--- config.mk ---
export PLATFORM = sky130hd
export DESIGN_NAME = dm_arbiter
export DESIGN_NICKNAME = d
export VERILOG_FILES = /design/src/rtl/dm_arbiter.sv
export SDC_FILE = /design/constraint.sdc
export NUM_CORES = 1
export LEC_CHECK = 0
export CAP_MARGIN = 15
export CORE_AREA = 4 4 119 121
export CTS_BUF_LIST = sky130_fd_sc_hd__clkbuf_16
export DETAILED_ROUTE_END_ITERATION = 10
export DIE_AREA = 0 0 123 125
export GPL_ROUTABILITY_DRIVEN = 0
export SYNTH_ARGS = -nofsm -noshare
export SYNTH_HDL_FRONTEND = slang
export SYNTH_SLANG_ARGS = --single-unit
--- constraint.sdc ---
create_clock -name clk -period 4.4 [get_ports clk]
set_input_delay 0.66 -clock clk [delete_from_list [all_inputs] [get_ports clk]]
set_output_delay 0.66 -clock clk [all_outputs]
set_load 0.02 [all_outputs]
--- src/rtl/dm_arbiter.sv ---
// rtl/dm_arbiter.sv - two-requester data-memory arbiter with access legality checking.
// Round-robin arbitration when ARB_RR_EN is defined, otherwise fixed priority to requester 0.
module dm_arbiter (
    input  logic        clk,
    input  logic        reset,

    input  logic        m0_req,
    input  logic        m0_we,
    input  logic [2:0]  m0_op,
    input  logic [31:0] m0_addr,
    input  logic [31:0] m0_wdata,
    output logic        m0_ready,
    output logic        m0_err,
    output logic [31:0] m0_rdata,

    input  logic        m1_req,
    input  logic        m1_we,
    input  logic [2:0]  m1_op,
    input  logic [31:0] m1_addr,
    input  logic [31:0] m1_wdata,
    output logic        m1_ready,
    output logic        m1_err,
    output logic [31:0] m1_rdata,

    output logic [31:0] dm_A,
    output logic [31:0] dm_WD,
    output logic [2:0]  dm_op,
    output logic        dm_wr,
    input  logic [31:0] dm_rdata
);

    // Data-memory operation codes shared with the CPU datapath.
    localparam logic [2:0] DM_W  = 3'd0;
    localparam logic [2:0] DM_H  = 3'd1;
    localparam logic [2:0] DM_HU = 3'd2;
    localparam logic [2:0] DM_B  = 3'd3;
    localparam logic [2:0] DM_BU = 3'd4;

    typedef enum logic [1:0] {
        IDLE   = 2'd0,
        SERVE0 = 2'd1,
        SERVE1 = 2'd2
    } state_t;

    state_t state_q, state_d;

    logic        sel_we;
    logic [2:0]  sel_op;
    logic [31:0] sel_addr;
    logic [31:0] sel_wdata;
    logic        legal;

    function automatic logic access_legal(input logic we, input logic [2:0] op,
                                          input logic [1:0] low);
        logic ok;
        case (op)
            DM_W:    ok = (low == 2'b00);
            DM_H:    ok = !low[0];
            DM_HU:   ok = !low[0] && !we;
            DM_B:    ok = 1'b1;
            DM_BU:   ok = !we;
            default: ok = 1'b0;
        endcase
        return ok;
    endfunction

    always_ff @(posedge clk or posedge reset) begin
        if (reset) state_q <= IDLE;
        else       state_q <= state_d;
    end

`ifdef ARB_RR_EN
    logic last_grant;

    always_ff @(posedge clk or posedge reset) begin
        if (reset)                                      last_grant <= 1'b1;
        else if (state_q == IDLE && state_d == SERVE0)  last_grant <= 1'b0;
        else if (state_q == IDLE && state_d == SERVE1)  last_grant <= 1'b1;
    end
`endif

    // Requests are only looked at from IDLE, so a req still high at the end of
    // SERVEx has been consumed and is re-arbitrated as a new access.
    always_comb begin
        state_d = state_q;
        case (state_q)
            IDLE: begin
                if (m0_req && m1_req) begin
`ifdef ARB_RR_EN
                    state_d = last_grant ? SERVE0 : SERVE1;
`else
                    state_d = SERVE0;
`endif
                end else if (m0_req) begin
                    state_d = SERVE0;
                end else if (m1_req) begin
                    state_d = SERVE1;
                end
            end
            SERVE0:  state_d = IDLE;
            SERVE1:  state_d = IDLE;
            default: state_d = IDLE;
        endcase
    end

    always_comb begin
        sel_we    = (state_q == SERVE1) ? m1_we    : m0_we;
        sel_op    = (state_q == SERVE1) ? m1_op    : m0_op;
        sel_addr  = (state_q == SERVE1) ? m1_addr  : m0_addr;
        sel_wdata = (state_q == SERVE1) ? m1_wdata : m0_wdata;
        legal     = access_legal(sel_we, sel_op, sel_addr[1:0]);

        dm_A     = 32'd0;
        dm_WD    = 32'd0;
        dm_op    = 3'd0;
        dm_wr    = 1'b0;
        m0_ready = 1'b0;
        m0_err   = 1'b0;
        m0_rdata = 32'd0;
        m1_ready = 1'b0;
        m1_err   = 1'b0;
        m1_rdata = 32'd0;

        if (state_q == SERVE0 || state_q == SERVE1) begin
            dm_A  = sel_addr;
            dm_WD = sel_wdata;
            dm_op = sel_op;
            dm_wr = sel_we && legal;
        end

        if (state_q == SERVE0) begin
            m0_ready = 1'b1;
            m0_err   = !legal;
            m0_rdata = legal ? dm_rdata : 32'd0;
        end

        if (state_q == SERVE1) begin
            m1_ready = 1'b1;
            m1_err   = !legal;
            m1_rdata = legal ? dm_rdata : 32'd0;
        end
    end

endmodule
==> results of run 1 <==
==> layout make-up <==
| type | instances | area (µm²) | share of cell area, % |
|---|---|---|---|
| diodes | 1 | 2.50 | 0.0421 |
| clock buffers | 3 | 75.1 | 1.26 |
| inverters | 3 | 11.3 | 0.190 |
| multi-input cells | 333 | 2430 | 40.9 |
| flip-flops and latches | 2 | 50.0 | 0.843 |
| well taps | 176 | 220 | 3.71 |
| repair buffers | 318 | 3150 | 53.0 |
==> cells by family (layout without fill, tap and decap cells) <==
logic type	after synthesis	in the layout	share of synthesized area, %
multiplexers	69	69	26.4
AO/OA/AOI/OAI	108	108	30.2
AND/OR/NAND/NOR	153	153	30.4
adder cells (fa/ha/maj)	3	3	1.39
flip-flops	2	2	1.85
other	0	1	0
buffers and inverters	58	324	9.79
==> power groups by stage <==
stage / logic [mW] / registers (mW) / clock network [mW]
after floorplan: 0.598 / 0.0228 / 0
after global placement: 1.14 / 0.0236 / 0
after detailed placement: 1.15 / 0.0238 / 0
after CTS: 1.15 / 0.0237 / 0.138
after global routing: 1.22 / 0.0241 / 0.140
final: 1.15 / 0.0237 / 0.136
==> worst max path at each step <==
stage                          start           end  slack (ns)
final                     m1_addr[0]  m1_rdata[27]        0.48
after global routing        m1_op[2]   m0_rdata[3]        0.26
after CTS                 m1_addr[0]  m1_rdata[27]        0.46
after detailed placement  m1_addr[0]  m1_rdata[27]        0.47
after global placement    m1_addr[0]  m1_rdata[21]        0.53
after floorplan           state_q[0]  m1_rdata[10]        1.51
==> cells in the final DEF, fill, tap and decap left out <==
| cell type | netlist | layout |
|---|---|---|
| sky130_fd_sc_hd__nor2b_1 | 66 | 66 |
| sky130_fd_sc_hd__nor4_1 | 1 | 1 |
| sky130_fd_sc_hd__o311a_4 | 1 | 1 |
| sky130_fd_sc_hd__mux2_4 | 2 | 2 |
| sky130_fd_sc_hd__o21ai_0 | 20 | 20 |
| sky130_fd_sc_hd__clkdlybuf4s50_1 | 0 | 305 |
| sky130_fd_sc_hd__o2111a_1 | 1 | 1 |
| sky130_fd_sc_hd__a21oi_2 | 1 | 1 |
| sky130_fd_sc_hd__nor2_1 | 38 | 38 |
| sky130_fd_sc_hd__nand2_1 | 2 | 2 |
| sky130_fd_sc_hd__a21o_1 | 2 | 2 |
| sky130_fd_sc_hd__mux2i_4 | 1 | 2 |
| sky130_fd_sc_hd__or3_1 | 1 | 1 |
| sky130_fd_sc_hd__and3_1 | 3 | 3 |
| sky130_fd_sc_hd__inv_1 | 3 | 3 |
| sky130_fd_sc_hd__nand3_1 | 32 | 32 |
| sky130_fd_sc_hd__clkbuf_16 | 0 | 3 |
| sky130_fd_sc_hd__ha_4 | 0 | 1 |
| sky130_fd_sc_hd__nand2b_1 | 2 | 2 |
| sky130_fd_sc_hd__o2111ai_1 | 64 | 64 |
| sky130_fd_sc_hd__nor3_1 | 4 | 4 |
| sky130_fd_sc_hd__o31ai_1 | 1 | 1 |
| sky130_fd_sc_hd__ha_2 | 0 | 1 |
| sky130_fd_sc_hd__o21ai_2 | 0 | 2 |
| sky130_fd_sc_hd__diode_2 | 0 | 1 |
| sky130_fd_sc_hd__nor3b_1 | 1 | 1 |
| sky130_fd_sc_hd__nor3_4 | 1 | 1 |
| sky130_fd_sc_hd__a21oi_1 | 2 | 2 |
| sky130_fd_sc_hd__o21a_1 | 1 | 1 |
| sky130_fd_sc_hd__mux2_2 | 1 | 1 |
| sky130_fd_sc_hd__dfrtp_1 | 2 | 2 |
| sky130_fd_sc_hd__buf_4 | 0 | 13 |
| sky130_fd_sc_hd__ha_1 | 3 | 1 |
| sky130_fd_sc_hd__o21ai_1 | 14 | 12 |
| sky130_fd_sc_hd__and2_1 | 2 | 2 |
| sky130_fd_sc_hd__a211oi_1 | 1 | 1 |
| sky130_fd_sc_hd__mux2i_1 | 65 | 64 |
==> stage by stage <==
| stage | utilization (%) | std cells | area [µm²] |
|---|---|---|---|
| 2_1_floorplan | - | 393 | 2710 |
| 3_3_place_gp | 44.8 | 832 | 5860 |
| 3_5_place_dp | 44.8 | 832 | 5860 |
| 4_1_cts | 45.4 | 835 | 5940 |
| 5_1_grt | 45.4 | 836 | 5940 |
| 6_report | 45.4 | 836 | 5940 |
==> per-layer routing <==
| layer | vias to the layer above | wire (µm) | track usage (%) |
|---|---|---|---|
| met4 | 0 | 460 | 5.15 |
| met5 | - | 0 | 0 |
| met2 | 188 | 7820 | 33.6 |
| met3 | 24 | 1570 | 5.19 |
| met1 | 1940 | 6030 | 21.1 |
| li1 | 2023 | - | - |
==> critical path: stages <==
cell and delay (ns):
sky130_fd_sc_hd__clkdlybuf4s50_1 0.51, sky130_fd_sc_hd__o21ai_2 0.85, sky130_fd_sc_hd__buf_4 0.31, sky130_fd_sc_hd__o2111ai_1 0.12
sky130_fd_sc_hd__nor2_1 0.17, sky130_fd_sc_hd__clkdlybuf4s50_1 0.62
==> results, run 1 <==
- The number of ports placed on the die boundary is 308.
- The largest clock skew in the final design is 0.00264 ns.
- Before CTS, the worst setup slack after placement is 0.473 ns.
- The sequential area share after synthesis is 1.85%.
- The sequential cell fraction of total power is 1.8%.
- The final total negative setup slack is 0 ns.
- The H-tree level count is 1.
- The peak fanout along the critical path is 23.
- The detail route stage leaves a number of antenna-violating nets equal to 0.
- The initialized floorplan defines 42 standard-cell rows.
- The worst setup path is captured at an output pin.
- Setup repair after global routing left no endpoint under its margin.
- The tightest min-delay check is of the in -> async type.
- The first-iteration detailed-routing DRC count is 195.
- The sum of overflow across all layers after global routing is 0.
- The proportion of total power due to net switching is 46.7%.
- Combinational cells account for 87.8% of the total power.
- STA puts the critical path data required time at 3.74 ns.
- The internal power contribution is 0.696 mW.
- In the final layout, the share of cells above drive strength 1 is 4.25%.
- Summed over all instances, the cell type with the most area after synthesis is sky130_fd_sc_hd__mux2i_1.
- By area the synthesized netlist is led by sky130_fd_sc_hd__mux2i_1 (24%), sky130_fd_sc_hd__o2111ai_1 (21%), sky130_fd_sc_hd__nor2b_1 (15%), sky130_fd_sc_hd__nand3_1 (5.9%), sky130_fd_sc_hd__nor2_1 (5.3%).
- The hold buffer count at cts is 0.
- The worst-case setup margin in the final layout is 0.475 ns.
- The floorplan step defined a core boundary enclosing 13100 µm².
- The endpoint identified for the worst register-to-register timing path is state_q[1].
- Averaged over all synthesized cells, the footprint is 6.90 µm².
- The number of clock sinks is 2.
- The number of flip-flops in the largest register is 2.
- Total power for the finished layout comes to 1.31 mW.
- In this run, post-CTS repair resized a total of 0 instances.
- The maximum frequency from static timing analysis is 0.255 GHz.
- The run finished with clean final reports.
- Summed over all nets, the switching power comes to 0.611 mW.
- The via count of the first global-routing pass is 4123.
- Counting distinct cell types in the post-synthesis netlist gives 34.
- The global-route usage over all layers is 18.6%.
- After detailed routing, the number of remaining DRC violations is 0.
- The count of buffers added on input and output ports is 307.
- The power per cell area is 220 nW/µm².
- In this run the critical register-to-register path is launched from state_q[0].
- Buffers added to address setup during post-CTS repair amount to 0.
- The average wire per standard cell is 19.0 µm.
- The register bank with the most flops is state_q.
- The insertion delay to the later sink of the worst-skew pair is 0.22 ns.
- Across the VDD grid, the largest voltage drop is 0.000120 V.
- The top cell type by area accounts for 24.0% of the synthesized area.
- The wire-length estimate of the detail-placed layout is 12500 µm.
- Sorting the synthesized cells by how often they occur yields sky130_fd_sc_hd__nor2b_1 (66), sky130_fd_sc_hd__mux2i_1 (65), sky130_fd_sc_hd__o2111ai_1 (64), sky130_fd_sc_hd__nor2_1 (38), sky130_fd_sc_hd__clkbuf_1 (36).
- The mapped cell area is 2710 µm².
- The most used flip-flop cell after synthesis is sky130_fd_sc_hd__dfrtp_1.
- The slew of the pin with the lowest slew margin is 1.13 ns.
- The final critical path takes up 89.2% of the cycle.
- The growth of design area from synthesis to finish is 119%.
- After layout, the minimum clock period comes to 3.92 ns.
- The die covers 15400 µm².
- STA classifies the critical path startpoint as an input port.
- The number of buffers inserted during clock tree synthesis is 3.
- The share of total power dissipated in the clock network is 10.4%.
- The first global-routing pass estimated 23300 µm of wire.
- The number of nets in the synthesized netlist is 568.
- The worst setup path is of the in -> out kind.
- Measured in cells, the most critical reg-to-reg path has a length of 3.
- The x dimension of the die is 123 µm.
- The number of antenna violations at the first check in global routing was 1.
- The initial utilization of the core area, before any placement, comes to 20.7%.
- Yosys printed 0 warnings.
- Data on the critical path arrives at its endpoint at 3.26 ns.
- The via count is 4175.
- The number of maximum-capacitance violations is 0.
- The cell leakage power is 1.91 nW.
- The relative max-transition margin is 24.7%.
- The TritonCTS clock tree is done.
- The floorplan die height is 125 µm.
- The final max-slew violation count was 0.
- The synthesized instance count is 393.
- The cell at the root of the clock tree is sky130_fd_sc_hd__clkbuf_16.
- The number of buffers between clock root and the deepest sink is 2.
- The number of inserted filler cells in the final layout is 1255.
- In the post-synthesis netlist, the cell with the most instances is sky130_fd_sc_hd__nor2b_1.
- The first detailed-routing pass ran for 4 iterations.
- The count of state elements after synthesis is 2.
- For this block, the routed nets add up to 15900 µm of wire.
- The clock transition at the register clock pins on the worst setup and hold paths after CTS is 0.03 ns.
- Entering global routing, the biggest net connects 69 pins.
- The worst register-to-register path has a setup slack of 3.44 ns.
- Hold timing on the final database bottoms out at a slack of 0.606 ns.
- The number of hold-slack violations in the final timing report is 0.
- In the final layout, the registers with the most flip-flops are state_q (2).
- In the synthesized netlist the async set-or-reset flop fraction comes to 100%.
- The number of flops mapped to enable cells by yosys is 0.
- The net count reported at finish is 836.
- The total of endpoints with negative setup slack in the final report is 0.
- Using the TritonRoute via totals, the vias-per-cell ratio works out to 4.99.
Note: power is estimated with default switching activity, not from simulation.
==> inputs of run 2 (changes only) <==
Settings changed: ABC_CLOCK_PERIOD_IN_PS set to 4400.
==> results of run 2 <==
The final DEF is identical to that of run 1; final timing and power are the same.
